File: config.mk
export PLATFORM = sky130hd
export DESIGN_NAME = mem_port_arbiter
export DESIGN_NICKNAME = d
export VERILOG_FILES = /design/src/rtl/mem_port_arbiter_pkg.sv /design/src/rtl/mem_port_arbiter_rr_arbiter2.sv /design/src/rtl/mem_port_arbiter.sv
export SDC_FILE = /design/constraint.sdc
export NUM_CORES = 1
export LEC_CHECK = 0
export CORE_ASPECT_RATIO = 0.75
export CORE_MARGIN = 4
export CORE_UTILIZATION = 35
export CTS_BUF_LIST = sky130_fd_sc_hd__clkbuf_4
export DETAILED_ROUTE_END_ITERATION = 6
export GPL_ROUTABILITY_DRIVEN = 0
export PLACE_DENSITY = 0.67
export SLEW_MARGIN = 15
export SYNTH_ARGS = -nofsm -noshare
export SYNTH_HDL_FRONTEND = slang
export SYNTH_SLANG_ARGS = --single-unit
export TNS_END_PERCENT = 1
File: constraint.sdc
create_clock -name clk -period 8.65 [get_ports clk]
set_clock_uncertainty 0.05 [all_clocks]
set_input_delay 2.595 -clock clk [delete_from_list [all_inputs] [get_ports clk]]
set_output_delay 2.595 -clock clk [all_outputs]
set_load 0.005 [all_outputs]
File: src/rtl/mem_port_arbiter_pkg.sv
// Shared types and constants for the unified-memory port arbiter.
// Holds the FSM state/owner enums and the round-robin pick helper.
package mem_pkg;

  localparam int ADDR_W_DEF      = 32;
  localparam int DATA_W_DEF      = 32;
  localparam int ROM_RAM_SEL_BIT = 10;

  typedef enum logic [1:0] {
    IDLE   = 2'd0,
    ACCESS = 2'd1,
    WAIT   = 2'd2,
    RESP   = 2'd3
  } state_t;

  typedef enum logic {
    OWN_IF = 1'b0,
    OWN_D  = 1'b1
  } owner_t;

  // On a tie the requester that did not own the previous access wins.
  function automatic owner_t rr_pick(input logic req_if, input logic req_d, input owner_t last);
    owner_t w;
    if (req_if && req_d) begin
      w = (last == OWN_IF) ? OWN_D : OWN_IF;
    end else if (req_d) begin
      w = OWN_D;
    end else begin
      w = OWN_IF;
    end
    return w;
  endfunction

endpackage

File: src/rtl/mem_port_arbiter_rr_arbiter2.sv
// Two-way round-robin grant logic; grants only while enabled and remembers
// the last granted requester for tie breaking.
module rr_arbiter2
  import mem_pkg::*;
(
  input  logic   i_clk,
  input  logic   i_rst,
  input  logic   i_en,
  input  logic   i_req_if,
  input  logic   i_req_d,
  output logic   o_gnt_if,
  output logic   o_gnt_d,
  output owner_t o_winner
);

  owner_t r_last;

  assign o_winner = rr_pick(i_req_if, i_req_d, r_last);

  // Grant decode for the current cycle.
  always_comb begin
    o_gnt_if = 1'b0;
    o_gnt_d  = 1'b0;
    if (i_en && (i_req_if || i_req_d)) begin
      if (o_winner == OWN_D) begin
        o_gnt_d = 1'b1;
      end else begin
        o_gnt_if = 1'b1;
      end
    end else begin
      o_gnt_if = 1'b0;
      o_gnt_d  = 1'b0;
    end
  end

  // Last-owner register; starts at IF so D wins the first tie.
  always_ff @(posedge i_clk or posedge i_rst) begin
    if (i_rst) begin
      r_last <= OWN_IF;
    end else if (o_gnt_d) begin
      r_last <= OWN_D;
    end else if (o_gnt_if) begin
      r_last <= OWN_IF;
    end
  end

endmodule

File: src/rtl/mem_port_arbiter.sv
// Arbitrates the single Memory between the fetch (IF) and load/store (D) ports.
// Optional feature macro MEM_ARB_ROM_WRITE_GUARD_EN: suppress D writes to ROM and report d_err.
module mem_port_arbiter
  import mem_pkg::*;
#(
  parameter int MEM_LATENCY = 1,
  parameter int ADDR_W      = ADDR_W_DEF,
  parameter int DATA_W      = DATA_W_DEF
) (
  input  logic              clk,
  input  logic              reset,
  input  logic              if_req,
  input  logic [ADDR_W-1:0] if_addr,
  output logic              if_gnt,
  output logic              if_rvalid,
  output logic [DATA_W-1:0] if_rdata,
  input  logic              d_req,
  input  logic              d_we,
  input  logic [ADDR_W-1:0] d_addr,
  input  logic [DATA_W-1:0] d_wdata,
  output logic              d_gnt,
  output logic              d_rvalid,
  output logic [DATA_W-1:0] d_rdata,
  output logic              d_err,
  output logic [ADDR_W-1:0] mem_address,
  output logic              mem_readWrite,
  output logic [DATA_W-1:0] mem_dataIn,
  input  logic [DATA_W-1:0] mem_dataOut,
  output logic              busy
);

  state_t            r_state, w_state_nxt;
  owner_t            r_owner, w_winner;
  logic [ADDR_W-1:0] r_addr;
  logic [DATA_W-1:0] r_wdata, r_if_rdata, r_d_rdata;
  logic [2:0]        r_lat_cnt;
  logic              r_we, r_guard;
  logic              w_arb_en, w_gnt_if, w_gnt_d, w_grant, w_rom_wr;

  // Gating with reset keeps every output low while reset is held.
  assign w_arb_en = (r_state == IDLE) & ~reset;

  rr_arbiter2 u_rr (
    .i_clk    (clk),
    .i_rst    (reset),
    .i_en     (w_arb_en),
    .i_req_if (if_req),
    .i_req_d  (d_req),
    .o_gnt_if (w_gnt_if),
    .o_gnt_d  (w_gnt_d),
    .o_winner (w_winner)
  );

  assign w_grant = w_gnt_if | w_gnt_d;

`ifdef MEM_ARB_ROM_WRITE_GUARD_EN
  assign w_rom_wr = w_gnt_d & d_we & ~d_addr[ROM_RAM_SEL_BIT];
`else
  assign w_rom_wr = 1'b0;
`endif

  // Next-state logic.
  always_comb begin
    w_state_nxt = r_state;
    case (r_state)
      IDLE: begin
        if (w_grant) begin
          w_state_nxt = ACCESS;
        end else begin
          w_state_nxt = IDLE;
        end
      end
      ACCESS: begin
        if (MEM_LATENCY > 1) begin
          w_state_nxt = WAIT;
        end else begin
          w_state_nxt = RESP;
        end
      end
      WAIT: begin
        if (r_lat_cnt == 3'd1) begin
          w_state_nxt = RESP;
        end else begin
          w_state_nxt = WAIT;
        end
      end
      RESP:    w_state_nxt = IDLE;
      default: w_state_nxt = IDLE;
    endcase
  end

  // State register.
  always_ff @(posedge clk or posedge reset) begin
    if (reset) begin
      r_state <= IDLE;
    end else begin
      r_state <= w_state_nxt;
    end
  end

  // Request latch, latency counter and per-port read data.
  always_ff @(posedge clk or posedge reset) begin
    if (reset) begin
      r_owner    <= OWN_IF;
      r_addr     <= {ADDR_W{1'b0}};
      r_we       <= 1'b0;
      r_wdata    <= {DATA_W{1'b0}};
      r_guard    <= 1'b0;
      r_lat_cnt  <= 3'd0;
      r_if_rdata <= {DATA_W{1'b0}};
      r_d_rdata  <= {DATA_W{1'b0}};
    end else begin
      case (r_state)
        IDLE: begin
          if (w_grant) begin
            r_owner <= w_winner;
            r_guard <= w_rom_wr;
            if (w_gnt_d) begin
              r_addr  <= d_addr;
              r_we    <= d_we;
              r_wdata <= d_wdata;
            end else begin
              r_addr  <= if_addr;
              r_we    <= 1'b0;
              r_wdata <= {DATA_W{1'b0}};
            end
          end
        end
        ACCESS: r_lat_cnt <= 3'(MEM_LATENCY - 1);
        WAIT:   r_lat_cnt <= r_lat_cnt - 3'd1;
        RESP: begin
          if (r_owner == OWN_IF) begin
            r_if_rdata <= mem_dataOut;
          end else if (!r_guard) begin
            r_d_rdata <= mem_dataOut;
          end
        end
        default: r_lat_cnt <= 3'd0;
      endcase
    end
  end

  assign if_gnt        = w_gnt_if;
  assign d_gnt         = w_gnt_d;
  assign busy          = (r_state != IDLE);
  assign mem_address   = busy ? r_addr : {ADDR_W{1'b0}};
  assign mem_dataIn    = busy ? r_wdata : {DATA_W{1'b0}};
  // Write strobe only in ACCESS so a write lands exactly once.
  assign mem_readWrite = (r_state == ACCESS) & r_we & ~r_guard;
  assign if_rvalid     = (r_state == RESP) & (r_owner == OWN_IF);
  assign d_rvalid      = (r_state == RESP) & (r_owner == OWN_D);
  // Read data is presented in the RESP cycle itself, then held from the capture register.
  assign if_rdata      = if_rvalid ? mem_dataOut : r_if_rdata;
  assign d_rdata       = (d_rvalid & ~r_guard) ? mem_dataOut : r_d_rdata;
  assign d_err         = d_rvalid & r_guard;

endmodule

==> results.md, run 1 <==
- DIE AREA: 19,500 um2
- Non-Filler Instances: 949
- Post-CTS Setup Inserts: 0
- CP arrival: roughly 4.7 ns
- Share of cells above drive strength 1: 15.4%
- Final ANT Viol Nets: 0
- CTS buffer count: 17
- Drt pass-1 iters: 4
- Fin. Hold Viols: 0
- Period utilization: 84.6%
- Fillers: 1,446
- Synth Net Count: 608
- Initial antenna violation count: 3
- Setup TNS: 0 ns
- Worst path slowest cell: clkdlybuf4s50_1
- Die width: roughly 160 um
- Max Root-Sink Buffers: 2
- Met2 usage in global routing: between 20 and 30%
- Post-synthesis cell count: between 400 and 500
- Mean Syn Cell Area: 12.9 um2
- Post-DR vias/cell: 5.14
- Leak: ~3.8 nW
- # DRC: 0
- Synth Warn #: 0
- Max-slew headroom: 21.8%
- Register area share after synthesis: 56.1%
- Clock sink count: approximately 140
- Met3 usage: approximately 6.6%
- CP Launch Type: input port
- Pwr Density: 340 nW/um2
- Worst Hold End: r_if_rdata[4]$_DFFE_PP0P_
- Setup violations, final: 0
- Met1 usage: between 20% and 30%
- Cell Area, Synth: 6070 um2
- Worst path max stage delay: 0.55 ns
- Largest net degree at the start of global routing: 70
- Max Cap Violations: 0
- Synth top area cells: dfrtp_1 (56%), mux2_2 (12%), nor2b_1 (6.7%)
- Critical Path RT: 6.01 ns
- Worst setup EP type: output pin
- Initial Util: a little over a third
- Actual slew at the worst max-slew pin: 1.17 ns
- Boundary Pins: 268
- Worst R2R Start: r_state[0]$_DFF_PP0_
- Row count: between 40 and 50
- Most used flip-flop cell after synthesis: dfrtp_1
- I/O Buffers: 266
- FF-to-FF setup slack: ~5.5 ns
- Post-synth ARST share: 100%
- EDFF count, synth: 0
- Layout Nets: 859
- Multi-input gate area: 2460 um2
- Slew Viols, Final: 0
- Yosys reg bits: 136
- Die Ht: 122 um
- Seq. cell area: approximately 3400 um2
- Clock Pin Slew Worst Setup and Hold Paths: 0.11 ns
- Top-area cell type share of the netlist area: 56.1%
- Area growth syn-to-layout: 50.9%
- Peak supply drop: around 160 uV
- HP Start: r_if_rdata[4]$_DFFE_PP0P_
- Most frequent cells in the layout: clkdlybuf4s50_1 (266), dfrtp_1 (136), mux2_2 (64), nor2b_1 (64), a22o_1 (33)
- Initial drt markers: 205
- Hold path depth: 1
- Worst Reg2Reg Path Length in Cells: 7
- Top cell by count, worst path: clkdlybuf4s50_1
- H-tree Lvls: 4
- DP HPWL: 12,900 um
- CTS tree: yes
- Vias: between 4,000 and 5,000
- Inst Count DP: 916
- Crit path max fanout: 30
- RSZ-0062 raised after global routing: false
- Critical-path cell list: clkdlybuf4s50_1 -> and2b_4 -> nand3_4 -> inv_2 -> clkdlybuf4s50_1
- GRT Total Usage: 18.5%
- Core Area: 16,900 um2
- Min Tclk post-route: roughly 7.3 ns
- Root buf cell: clkbuf_4
- Hold_buf cts: 0
- Gr ovfl total: 0
- Post-CTS Resized: 0
- Most common cell after layout, fill and taps aside: clkdlybuf4s50_1
- Status: complete, no violations
- Post-synth top area cell: dfrtp_1
- Drt total wl: 18,300 um
- Critical path class: input port to output pin
- Worst reg2reg endpoint: r_addr[11]$_DFFE_PP0P_
- Unique masters post-synth: 32
- Vias in the first global route: slightly above 5,000
- Wire per inst: 19.3 um
- Clk_lat worst skew: 0.51 ns
- Fmax: 0.137 GHz
- Global-route wire length before repair: 28,700 um
- Busiest grt layer: met2
- Hold WC Path Type: register to register
## per-stage QoR
step | hold slack (ns) | total power [mW] | instance area (um2) | worst slack [ns] | util (%)
floorplan | 0.414 | 1.82 | 6070 | 2.37 | -
global placement | 0.427 | 2.70 | 8890 | 1.40 | 52.5
detailed placement | 0.431 | 2.74 | 8890 | 1.33 | 52.5
CTS | 0.462 | 3.15 | 9160 | 1.32 | 54.1
global route | 0.469 | 3.32 | 9160 | 1.21 | 54.1
finish | 0.458 | 3.11 | 9160 | 1.33 | 54.1
## worst max-delay path by stage
| stage | from | endpoint | slack (ns) | depth (start not counted) |
|---|---|---|---|---|
| 2_1_floorplan | reset | r_addr[0]$_DFFE_PP0P_ | 2.37 | 1 |
| 3_3_place_gp | reset | d_gnt | 1.40 | 5 |
| 3_5_place_dp | reset | d_gnt | 1.33 | 5 |
| 4_1_cts | reset | d_gnt | 1.32 | 5 |
| 5_1_grt | reset | d_gnt | 1.21 | 5 |
| 6_report | reset | d_gnt | 1.33 | 5 |
## worst max-delay path: cells and delay by family
kind / cells / cell delay, ns
buf+inv: 3 / 1.18
simple gates: 2 / 0.88
## sequential cells by signal, indices dropped and copies added, names as in the netlist
| register | cells |
|---|---|
| u_rr.r_last | 1 |
| r_owner | 1 |
| r_addr | 32 |
| r_d_rdata | 32 |
| r_state | 2 |
| r_wdata | 32 |
| r_lat_cnt | 3 |
| r_we | 1 |
| r_if_rdata | 32 |
## synth_stat cells (4+ instances only)
master    count
mux2_2       64
nor2b_1      65
dfrtp_1     136
o21ai_0       4
o21a_1       32
a22o_1       33
ha_1          6
inv_1         8
and4_1       27
clkbuf_1     24
a221o_1       5
a311o_1      27
buf_2        15
## routing by layer
| layer | vias up | part of all wire [%] |
|---|---|---|
| li1 | 2226 | - |
| met1 | 2406 | 46 |
| met2 | 223 | 46 |
| met3 | 15 | 6.9 |
| met4 | 4 | 0.84 |
| met5 | - | 0.15 |
## logic make-up (layout without fill, tap and decap cells)
family	after synthesis	count (layout)	share of synthesized area [%]
adders and majority gates	6	6	1.24
and+or+nand+nor	105	105	12.2
AOI/OAI and AO/OA	106	106	15.0
other	1	2	0.0618
buffers and inverters	51	315	3.65
DFF	136	136	56.1
muxes	64	64	11.9
## power by group
| group | internal [mW] | switching [mW] |
|---|---|---|
| Sequential | 0.951 | 0.121 |
| Combinational | 1.02 | 0.626 |
| Clock | 0.152 | 0.244 |
| Total | 2.12 | 0.991 |
## final cells by class
cell class              instances  share of cell area [%]
flip-flops and latches        136                    37.2
repair buffers                274                    29.7
multi-input cells             282                    26.8
well taps                     215                    2.94
clock buffers                  19                    1.56
clock inverters                13                    1.33
inverters                       9                   0.423
diodes                          1                  0.0273
No activity file was read; power rests on OpenSTA's default activity.
==> run 2, diff against run 1 <==
Clock period 8.65 ns to 7.3 ns, I/O delays scaled along.
==> run 2 against run 1 <==
Total power grew 20%. Non-clock buffer count is the same. Worst setup slack got worse by 0.49 ns. Largest power group unchanged.
==> results.md, run 2 (synthesized netlist as in run 1, its figures left out) <==
- RSZ-0062 raised after global routing: false
- Crit. Startpoint: reset
- Initial Util: 35.9%
- HP Start: r_wdata[25]$_DFFE_PP0P_
- Global-route wire length before repair: 29,500 um
- Most common cell after layout, fill and taps aside: clkdlybuf4s50_1
- Layout Nets: 859
- Clk_lat worst skew: 0.52 ns
- Crit path max fanout: 30
- Post-CTS Setup Inserts: 0
- Vias in the first global route: 5,165
- Min Tclk post-route: 6.46 ns
- Core Area: 16,900 um2
- Die width: 160 um
- Area growth syn-to-layout: 51.4%
- Seq. cell area: between 3000 and 4000 um2
- Initial drt markers: about 230
- Boundary Pins: 268
- DP HPWL: 13,200 um
- Drt pass-1 iters: 4
- Peak supply drop: 148 uV
- Worst R2R Start: r_state[0]$_DFF_PP0_
- Max-slew headroom: 30.7%
- Worst setup EP type: output pin
- Final ANT Viol Nets: 0
- Hold WS: about 0.46 ns
- Slew Viols, Final: 0
- Setup TNS: 0 ns
- Drt total wl: 18,400 um
- Fin. Hold Viols: 0
- Most frequent cells in the layout: clkdlybuf4s50_1 (266), dfrtp_1 (136), mux2_2 (64), nor2b_1 (64), a22o_1 (33)
- Fmax: 0.155 GHz
- Post-DR vias/cell: 5.10
- Period utilization: between 80 and 90%
- Root buf cell: clkbuf_4
- Setup violations, final: 0
- Vias: 4,841
- Total power: 3.74 mW
- Max Cap Violations: 0
- CP Launch Type: input port
- Row count: 41
- Multi-input gate area: 2460 um2
- Max Root-Sink Buffers: 2
- Fillers: 1,448
- Clock sink count: 136
- CP arrival: 4.22 ns
- Pwr Density: a little over 400 nW/um2
- I/O Buffers: roughly 270
- Wire per inst: ~19 um
- Initial antenna violation count: 3
- Hold WC Path Type: register to register
- # DRC: 0
- Gr ovfl total: 0
- DIE AREA: 19,500 um2
- Share of cells above drive strength 1: between 10% and 20%
- Hold_buf cts: 0
- Status: complete, no violations
- Largest net degree at the start of global routing: 74
- Critical path class: input port to output pin
- Post-CTS Resized: 0
- Clock Pin Slew Worst Setup and Hold Paths: 0.11 ns
- CTS tree: yes
- Critical Path RT: a little over 5 ns
- Die Ht: 122 um
- Leak: 3.79 nW
- CTS buffer count: 17
- Actual slew at the worst max-slew pin: approximately 1.0 ns
- GRT Total Usage: 19.0%
- H-tree Lvls: 4
[run 2: cell types whose count changed in the layout (fill, tap and decap cells not counted)]
cell	before	now
bufinv_16	1	2
clkbuf_4	19	17
clkinv_2	2	1
clkinv_4	3	4
clkinvlp_4	3	1
inv_6	3	6
nor2_2	2	1
nor2_4	0	1
[run 2: worst paths after layout]
check | endpoint | slack, ns | depth (start not counted)
worst max-delay path | d_gnt | 0.84 | 5
worst min-delay path | r_wdata[25]$_DFFE_PP0P_ | 0.46 | 1
worst max register to register | r_addr[12]$_DFFE_PP0P_ | 4.58 | 7
worst min register to register | r_wdata[25]$_DFFE_PP0P_ | 0.46 | 1
max in group asynchronous | r_wdata[0]$_DFFE_PP0P_ | 3.77 | 3
min in group asynchronous | r_addr[30]$_DFFE_PP0P_ | 2.12 | 2
[run 2: worst max-delay path, cell delays in order]
cell and delay [ns]:
clkdlybuf4s50_1 0.50, and2b_4 0.48, nand3_4 0.35, inv_2 0.14, clkdlybuf4s50_1 0.54
[run 2: stage by stage]
stage                     cells  area, um2  util [%]  setup WS (ns)
after floorplan             469       6070         -           1.42
after global placement      916       8890      52.5          0.835
after detailed placement    916       8890      52.5          0.822
after CTS                   948       9190      54.3          0.819
after global routing        949       9190      54.3          0.680
final                       949       9190      54.3          0.844
[run 2: final cells by class]
type | count | area share, %
sequential | 136 | 37.0
timing repair buffer | 274 | 29.6
multi-input combinational | 282 | 26.8
tap | 215 | 2.93
clock inverter | 15 | 1.81
clock buffer | 17 | 1.39
inverter | 9 | 0.422
antenna | 1 | 0.0272
[run 2: report_power, final]
| group | leakage (nW) | internal (mW) | total (mW) | switching (mW) |
|---|---|---|---|---|
| combinational | 1.98 | 1.21 | 1.96 | 0.750 |
| sequential | 1.65 | 1.13 | 1.27 | 0.144 |
| clock | 0.157 | 0.211 | 0.514 | 0.303 |
| total | 3.79 | 2.54 | 3.74 | 1.20 |
[run 2: per-layer routing]
layer	GRT usage [%]	share of wire [%]	up-vias
li1	-	-	2214
met1	25.7	45	2383
met2	29.2	45	217
met3	6.93	7.9	23
met4	4.67	1.4	4
met5	0	0.15	-
==> run 3, diff against run 2 <==
Settings changed: CTS_BUF_LIST sky130_fd_sc_hd__clkbuf_4 to sky130_fd_sc_hd__clkbuf_16, GPL_TIMING_DRIVEN set to 1.
==> run 3 against run 2 <==
Register-to-register slack is essentially flat. Global-route usage grew 0.082 points. Total power grew 9.4%. Flip-flop and latch count is the same. Critical path depth is the same. Largest power group unchanged. Critical path type unchanged. Maximum frequency shrank 0.14%. Design area grew 3.2%. Via count shrank 0.31%. Final cell count shrank 0.11%.
==> results.md, run 3 (synthesized netlist as in run 1, its figures left out) <==
- Period utilization: 88.6%
- Seq. cell area: between 3000 and 4000 um2
- GRT Total Usage: roughly a fifth
- Share of cells above drive strength 1: 15.4%
- Worst R2R Start: r_state[0]$_DFF_PP0_
- Clock Pin Slew Worst Setup and Hold Paths: 0.06 ns
- Crit. Startpoint: reset
- Max-slew headroom: around 30%
- Layout Nets: 859
- Post-CTS Resized: 0
- Vias: 4,826
- Area growth syn-to-layout: 56.3%
- Hold WS: 0.447 ns
- H-tree Lvls: 4
- Gr ovfl total: 0
- Setup TNS: 0 ns
- Max Cap Violations: 0
- Status: complete, no violations
- Root buf cell: clkbuf_16
- CP Launch Type: input port
- DP HPWL: ~13,000 um
- Multi-input gate area: between 2000 and 2500 um2
- Fmax: 0.155 GHz
- Inst Count DP: 916
- Hold WC Path Type: register to register
- Setup violations, final: 0
- Crit path max fanout: 30
- DIE AREA: 19,500 um2
- Largest net degree at the start of global routing: 74
- Post-Place Cell Area: between 8000 and 9000 um2
- Global-route wire length before repair: 29,600 um
- Fillers: 1,403
- Boundary Pins: 268
- Number of diodes: 0
- Min Tclk post-route: 6.47 ns
- Max Root-Sink Buffers: 2
- Critical Path RT: 5.06 ns
- Initial antenna violation count: 2
- I/O Buffers: approximately 270
- Pwr Density: 431 nW/um2
- Initial Util: 35.9%
- Post-DR vias/cell: between 5 and 6
- Die width: between 150 and 200 um
- Leak: 3.92 nW
- Slew Viols, Final: 0
- # DRC: 0
- RSZ-0062 raised after global routing: false
- Worst setup EP type: output pin
- Core Area: 16,900 um2
- HP Start: r_d_rdata[10]$_DFFE_PP0P_
- Hold_buf cts: 0
- CTS tree: yes
- Vias in the first global route: 5,196
- Clk_lat worst skew: 0.41 ns
- Row count: slightly above 40
- Post-CTS Setup Inserts: 0
- Non-Filler Instances: 948
- Fin. Hold Viols: 0
- Peak supply drop: 168 uV
- Most frequent cells in the layout: clkdlybuf4s50_1 (266), dfrtp_1 (136), mux2_2 (64), nor2b_1 (64), a22o_1 (33)
- Die Ht: 122 um
- CTS buffer count: 17
- Most common cell after layout, fill and taps aside: clkdlybuf4s50_1
- Design Area, Final: 9490 um2
- Wire per inst: 19.5 um
- Drt total wl: 18,500 um
- Initial drt markers: 225
- Total power: just over 4 mW
- Critical path class: input port to output pin
- CP arrival: 4.23 ns
- Clock sink count: between 100 and 150
- Drt pass-1 iters: 4
- Final ANT Viol Nets: 0
- Actual slew at the worst max-slew pin: 1.04 ns
==> run 3: cell count changes in the layout (fill, tap and decap cells not counted), sizes merged <==
| cell | previous run | this run |
|---|---|---|
| diode | 1 | 0 |
==> run 3: power breakdown <==
part	total (mW)	leakage [nW]	switching, mW	internal, mW
registers	1.28	1.65	0.144	1.13
logic	1.96	1.98	0.751	1.21
clock network	0.857	0.289	0.347	0.511
==> run 3: final cells by class <==
cell class | count | area share, %
Sequential cell | 136 | 35.9
Tap cell | 215 | 2.83
Inverter | 9 | 0.409
Timing Repair Buffer | 274 | 28.7
Clock buffer | 17 | 4.48
Clock inverter | 15 | 1.75
Multi-Input combinational cell | 282 | 26.0
==> run 3: final timing paths <==
kind / slack (ns) / to / cells after the start
max: 0.83 / d_gnt / 5
max reg2reg: 4.59 / r_addr[12]$_DFFE_PP0P_ / 7
min in group asynchronous: 2.24 / r_addr[30]$_DFFE_PP0P_ / 2
min: 0.45 / r_d_rdata[10]$_DFFE_PP0P_ / 1
min reg2reg: 0.45 / r_d_rdata[10]$_DFFE_PP0P_ / 1
max in group asynchronous: 3.65 / r_wdata[0]$_DFFE_PP0P_ / 3
==> run 3: critical path, cell delays in order <==
cell	delay, ns
clkdlybuf4s50_1	0.50
and2b_4	0.49
nand3_4	0.35
inv_2	0.14
clkdlybuf4s50_1	0.54
==> run 3: routing by layer <==
layer	global-route usage [%]	vias to the layer above	share of wire, %
li1	-	2217	-
met3	6.53	23	7.9
met2	29.3	211	45
met5	0	-	0.15
met1	26.0	2371	45
met4	5.00	4	1.4
==> run 3: metrics by stage <==
| step | worst slack, ns | util, % |
|---|---|---|
| 2_1_floorplan | 1.42 | - |
| 3_3_place_gp | 0.835 | 52.5 |
| 3_5_place_dp | 0.822 | 52.5 |
| 4_1_cts | 0.818 | 56.0 |
| 5_1_grt | 0.672 | 56.1 |
| 6_report | 0.835 | 56.1 |
==> RTL change 1 (flow settings as in run 2) <==
The option `MEM_ARB_ROM_WRITE_GUARD_EN` is turned on by a define.
--- a/src/rtl/mem_port_arbiter.sv
+++ b/src/rtl/mem_port_arbiter.sv
@@ -1,5 +1,7 @@
 // Arbitrates the single Memory between the fetch (IF) and load/store (D) ports.
 // Optional feature macro MEM_ARB_ROM_WRITE_GUARD_EN: suppress D writes to ROM and report d_err.
+`define MEM_ARB_ROM_WRITE_GUARD_EN
+
 module mem_port_arbiter
   import mem_pkg::*;
 #(
Function: changed (Yosys sat finds a counterexample within 4 cycles, from zero or initial values and one cycle with reset high).
==> RTL change 1 against run 2 <==
- synthesized area is 7.1% higher
- sequential cell count is 1 higher
- highest routed layer is now met4
- largest cell class unchanged
- design area grew 4.0%
- critical path type unchanged
- setup slack improved by 0.061 ns
- global-route usage is 0.88 points lower
- critical path depth is the same
- wire length grew 3.3%
- synthesized cell count grew 6.6%
- non-clock buffer count unchanged
- total power is 0.48% higher
- via count rose by 4.2%
- final cell count rose by 5.8%
==> RTL change 1: results (changes against run 2) <==
stage,metric,value,unit,change
status,status,completed,,
setup_path,crit_path_max_incr_delay,0.52,ns,-0.02 ns
clock_network,cts_made_buffers,17,,unchanged
clock_network,htree_levels,4,,unchanged
synth,yosys_warnings,0,,unchanged
setup_path,cp_top_family,buffers and inverters,,
routing,vias,5045,,+4.2%
clock_network,clockRootBuffer,clkbuf_4,,
routing,wl,19000,um,+3.3%
sta,relSlewSlack,0.302,,-0.00456
clock_network,clockBufferDepth,2,,unchanged
hold_path,hold_class,reg2reg,,
clock_network,post-cts-setup-buffer-count,0,,unchanged
synth,ys_types,35,,+9.4%
placement,dp_hpwl,13400,um,+1.6%
synth,synth_cells,500,,+6.6%
global_routing,grt_usage,0.181,,-0.00878
setup_path,crit_path_max_fanout,24,,-20%
synth,ys_seq_area_frac,0.527,,-0.0335
synth,synth_ff_type,dfrtp_1,,
setup_path,slowest_stage,clkdlybuf4s50_1,,
finish,layout.cells.non_filler,1004,,+5.8%
synth,synthArstFlopShare,1.00,,unchanged
setup_path,cp_data_arrival_time,4.15,ns,-0.07 ns
finish,fin_nets,888,,+3.4%
global_routing,first_global_vias,5448,,+5.5%
power_and_ir_drop,p_leak,3.90,nW,+2.8%
placement,dp.cells,972,,+6.1%
synth,synth_area_leaders,"dfrtp_1 53%, mux2_2 12%, nor2b_1 6.3%",,
finish,drive_gt1_frac,0.148,,-0.00567
placement,io_buffers,267,,+0.38%
global_routing,grt_first_pass_wirelength,30200,um,+2.3%
clock_network,clk_pin_slew,0.12,ns,
clock_network,clk_latency,0.50,ns,-0.02 ns
routing,drt-initial-drc-count,209,,-11%
global_routing,antenna_found_initial,1,,-2
global_routing,grt_max_degree,92,,+24%
synth,syn_nets,639,,+5.1%
synth,synth_top_cell_area_share,0.527,,-0.0335
placement,pre_cts_slack,0.889,ns,+0.0674 ns
sta,slew_violations,0,,unchanged
routing,first_pass_iters,6,,+2
clock_network,cts-resized-gates,0,,unchanged
synth,synthTopCellsByCount,"137 x dfrtp_1, 67 x mux2_2, 65 x nor2b_1, 33 x a22o_1, 32 x a221o_1",,
power_and_ir_drop,vdd_drop_max,177,uV,+19%
==> RTL change 1: cell types whose count changed after synthesis, sizes merged <==
| cell | before | now |
|---|---|---|
| nand2b | 2 | 3 |
| dfrtp | 136 | 137 |
| and3 | 1 | 2 |
| conb | 1 | 0 |
| a221o | 5 | 32 |
| a32o | 0 | 1 |
| o21a | 32 | 11 |
| a311o | 27 | 0 |
| clkbuf | 24 | 18 |
| nor3b | 0 | 21 |
| buf | 18 | 26 |
| mux2 | 64 | 96 |
| and4 | 27 | 21 |
==> RTL change 1: power by group <==
group | internal, mW | switching, mW | leakage (nW)
Clock | 0.203 | 0.283 | 0.142
Sequential | 1.13 | 0.170 | 1.67
Combinational | 1.23 | 0.736 | 2.09
Total | 2.57 | 1.19 | 3.90
==> RTL change 1: final timing paths <==
check / start / to / slack (ns) / depth (start not counted)
min: r_if_rdata[0] / r_if_rdata[0] / 0.46 / 1
min reg2reg: r_if_rdata[0] / r_if_rdata[0] / 0.46 / 1
min in group asynchronous: reset / r_addr[11] / 2.17 / 2
max in group asynchronous: reset / u_rr.r_last / 3.88 / 3
max: reset / d_gnt / 0.91 / 5
max reg2reg: r_state[0] / r_addr[0] / 4.26 / 8
==> RTL change 1: layer usage <==
layer	GRT usage	wire, um	vias to the layer above
met5	0	0	-
met4	0.0383	171	0
met3	0.0754	1840	13
met2	0.275	8530	215
met1	0.243	8470	2488
li1	-	-	2329
==> RTL change 1: per-stage QoR <==
| step | hold slack (ns) | instance area, um^2 |
|---|---|---|
| after global routing | 0.473 | 9560 |
| after global placement | 0.419 | 9290 |
| final | 0.456 | 9560 |
| after detailed placement | 0.433 | 9290 |
| after floorplan | 0.409 | 6500 |
| after CTS | 0.463 | 9560 |
==> RTL change 1: cells by family (layout without fill, tap and decap cells) <==
logic type | Yosys count | count (layout) | synth area share
flip-flops | 137 | 137 | 0.527
AND/OR/NAND/NOR | 122 | 122 | 0.132
multiplexers | 96 | 96 | 0.166
AO/OA/AOI/OAI | 86 | 86 | 0.117
buffers and inverters | 53 | 314 | 0.0462
adder cells (fa/ha/maj) | 6 | 6 | 0.0115
other | 0 | 1 | 0
==> RTL change 1: area by class of cell <==
cell class	count	area, um^2
Clock inverter	13	131
Sequential cell	137	3430
Antenna cell	1	2.50
Timing Repair Buffer	274	2730
Clock buffer	18	135
Tap cell	242	303
Fill cell	1548	8360
Multi-Input combinational cell	310	2800
Inverter	9	38.8
==> RTL change 1: worst reg2reg max path, cell delays in order, from the launching register on <==
cell,delay (ns)
dfrtp_1,0.41
inv_1,0.09
ha_2,0.16
buf_4,0.57
and2b_4,0.47
nand3_4,0.30
inv_2,0.19
buf_4,0.46
a221o_1,0.27
==> RTL change 2 (config.mk and constraints of run 2) <==
Made on the original files. Encoding of `state_t`: now one-hot (4 bits for 4 states).
--- a/src/rtl/mem_port_arbiter_pkg.sv
+++ b/src/rtl/mem_port_arbiter_pkg.sv
@@ -6,11 +6,11 @@
   localparam int DATA_W_DEF      = 32;
   localparam int ROM_RAM_SEL_BIT = 10;
 
-  typedef enum logic [1:0] {
-    IDLE   = 2'd0,
-    ACCESS = 2'd1,
-    WAIT   = 2'd2,
-    RESP   = 2'd3
+  typedef enum logic [3:0] {
+    IDLE   = 4'b0001,
+    ACCESS = 4'b0010,
+    WAIT   = 4'b0100,
+    RESP   = 4'b1000
   } state_t;
 
   typedef enum logic {
Check against the original RTL: same outputs for any inputs over 4 cycles, from zero or initial values and one cycle with reset high; so few cycles prove little.
==> RTL change 2 against run 2 <==
- total power fell by 17%
- critical path depth unchanged
- wire length down 1.8%
- sequential cell count increased by 2
- design area grew 0.49%
- non-clock buffer count down 2
- synthesized area is 2.4% higher
- setup slack improved by 0.10 ns
- critical endpoint is now if_gnt
- largest power group unchanged
==> RTL change 2: results (changes against run 2) <==
stage,metric,value,unit,change
status,status,completed,,
finish,num-fill-cells,1535,,+6.0%
sta,relSlewSlack,0.326,,+0.0186
power_and_ir_drop,power_frac_seq,0.394,,+0.054
power_and_ir_drop,swShare,0.325,,+0.00476
hold_path,hold_start,r_wdata[28],,
sta,whs,0.458,ns,-0.00304 ns
synth,synthesis.area,6220,um^2,+2.4%
sta,min_period,6.35,ns,-0.104 ns
global_routing,antenna_found_initial,0,,-3
synth,avgSynthCellArea,11.2,um^2,-14%
synth,synthTopCellsByCount,"137 x dfrtp_1, 121 x o21ai_0, 64 x and2_1, 64 x mux2_2, 34 x clkbuf_1",,
synth,synth_compound_area_frac,0.117,,-0.0331
global_routing,grt_first_pass_wirelength,28200,um,-4.5%
finish,seq_share,0.374,,+0.00375
finish,area_growth,48.6,%,
setup_path,cp_data_arrival_time,4.11,ns,-0.11 ns
global_routing,first_global_vias,5205,,+0.77%
setup_path,rr_startpoint,r_state[0],,
finish,inverters,8,,-1
finish,nNonClkBuffers,272,,-0.73%
hold_path,hold_path_end,r_wdata[28],,
global_routing,grt_max_degree,133,,+80%
power_and_ir_drop,comb-power,1.46,mW,-26%
setup_path,rrSetupSlack,4.47,ns,-0.11 ns
synth,synth_mux_area_frac,0.167,,+0.0487
setup_path,crit_path_end,if_gnt,,
setup_path,crit_path_max_fanout,29,,-3.3%
finish,buffer_area_frac,0.293,,-0.00307
finish,drive_gt1_frac,0.132,,-0.0224
synth,synth_area_leaders,"dfrtp_1 55%, mux2_2 12%, o21ai_0 9.7%",,
finish,clock_area_frac,0.0255,,-0.00652
RTL change 2: changes by cell type after synthesis, sizes merged, moves of 15 or more:
cell / before / now
a311o: 27 / 0
nor2b: 65 / 2
o21ai: 5 / 132
o21a: 32 / 0
a22o: 33 / 0
clkbuf: 24 / 39
mux2i: 0 / 32
and4: 27 / 0
and2: 1 / 64
nand2: 2 / 33
RTL change 2: per-layer routing:
metal,vias up,part of all wire,wire [um],GRT usage
li1,2393,-,-,-
met1,2441,0.45,8070,0.236
met2,150,0.49,8920,0.292
met3,16,0.047,855,0.0433
met4,0,0.014,247,0.0444
met5,-,0,0,0
RTL change 2: worst max-delay path, stage by stage:
cell and delay [ns]:
clkdlybuf4s50_1 0.50, o21bai_4 0.35, or2_2 0.35, nor2_1 0.12
clkdlybuf4s50_1 0.61
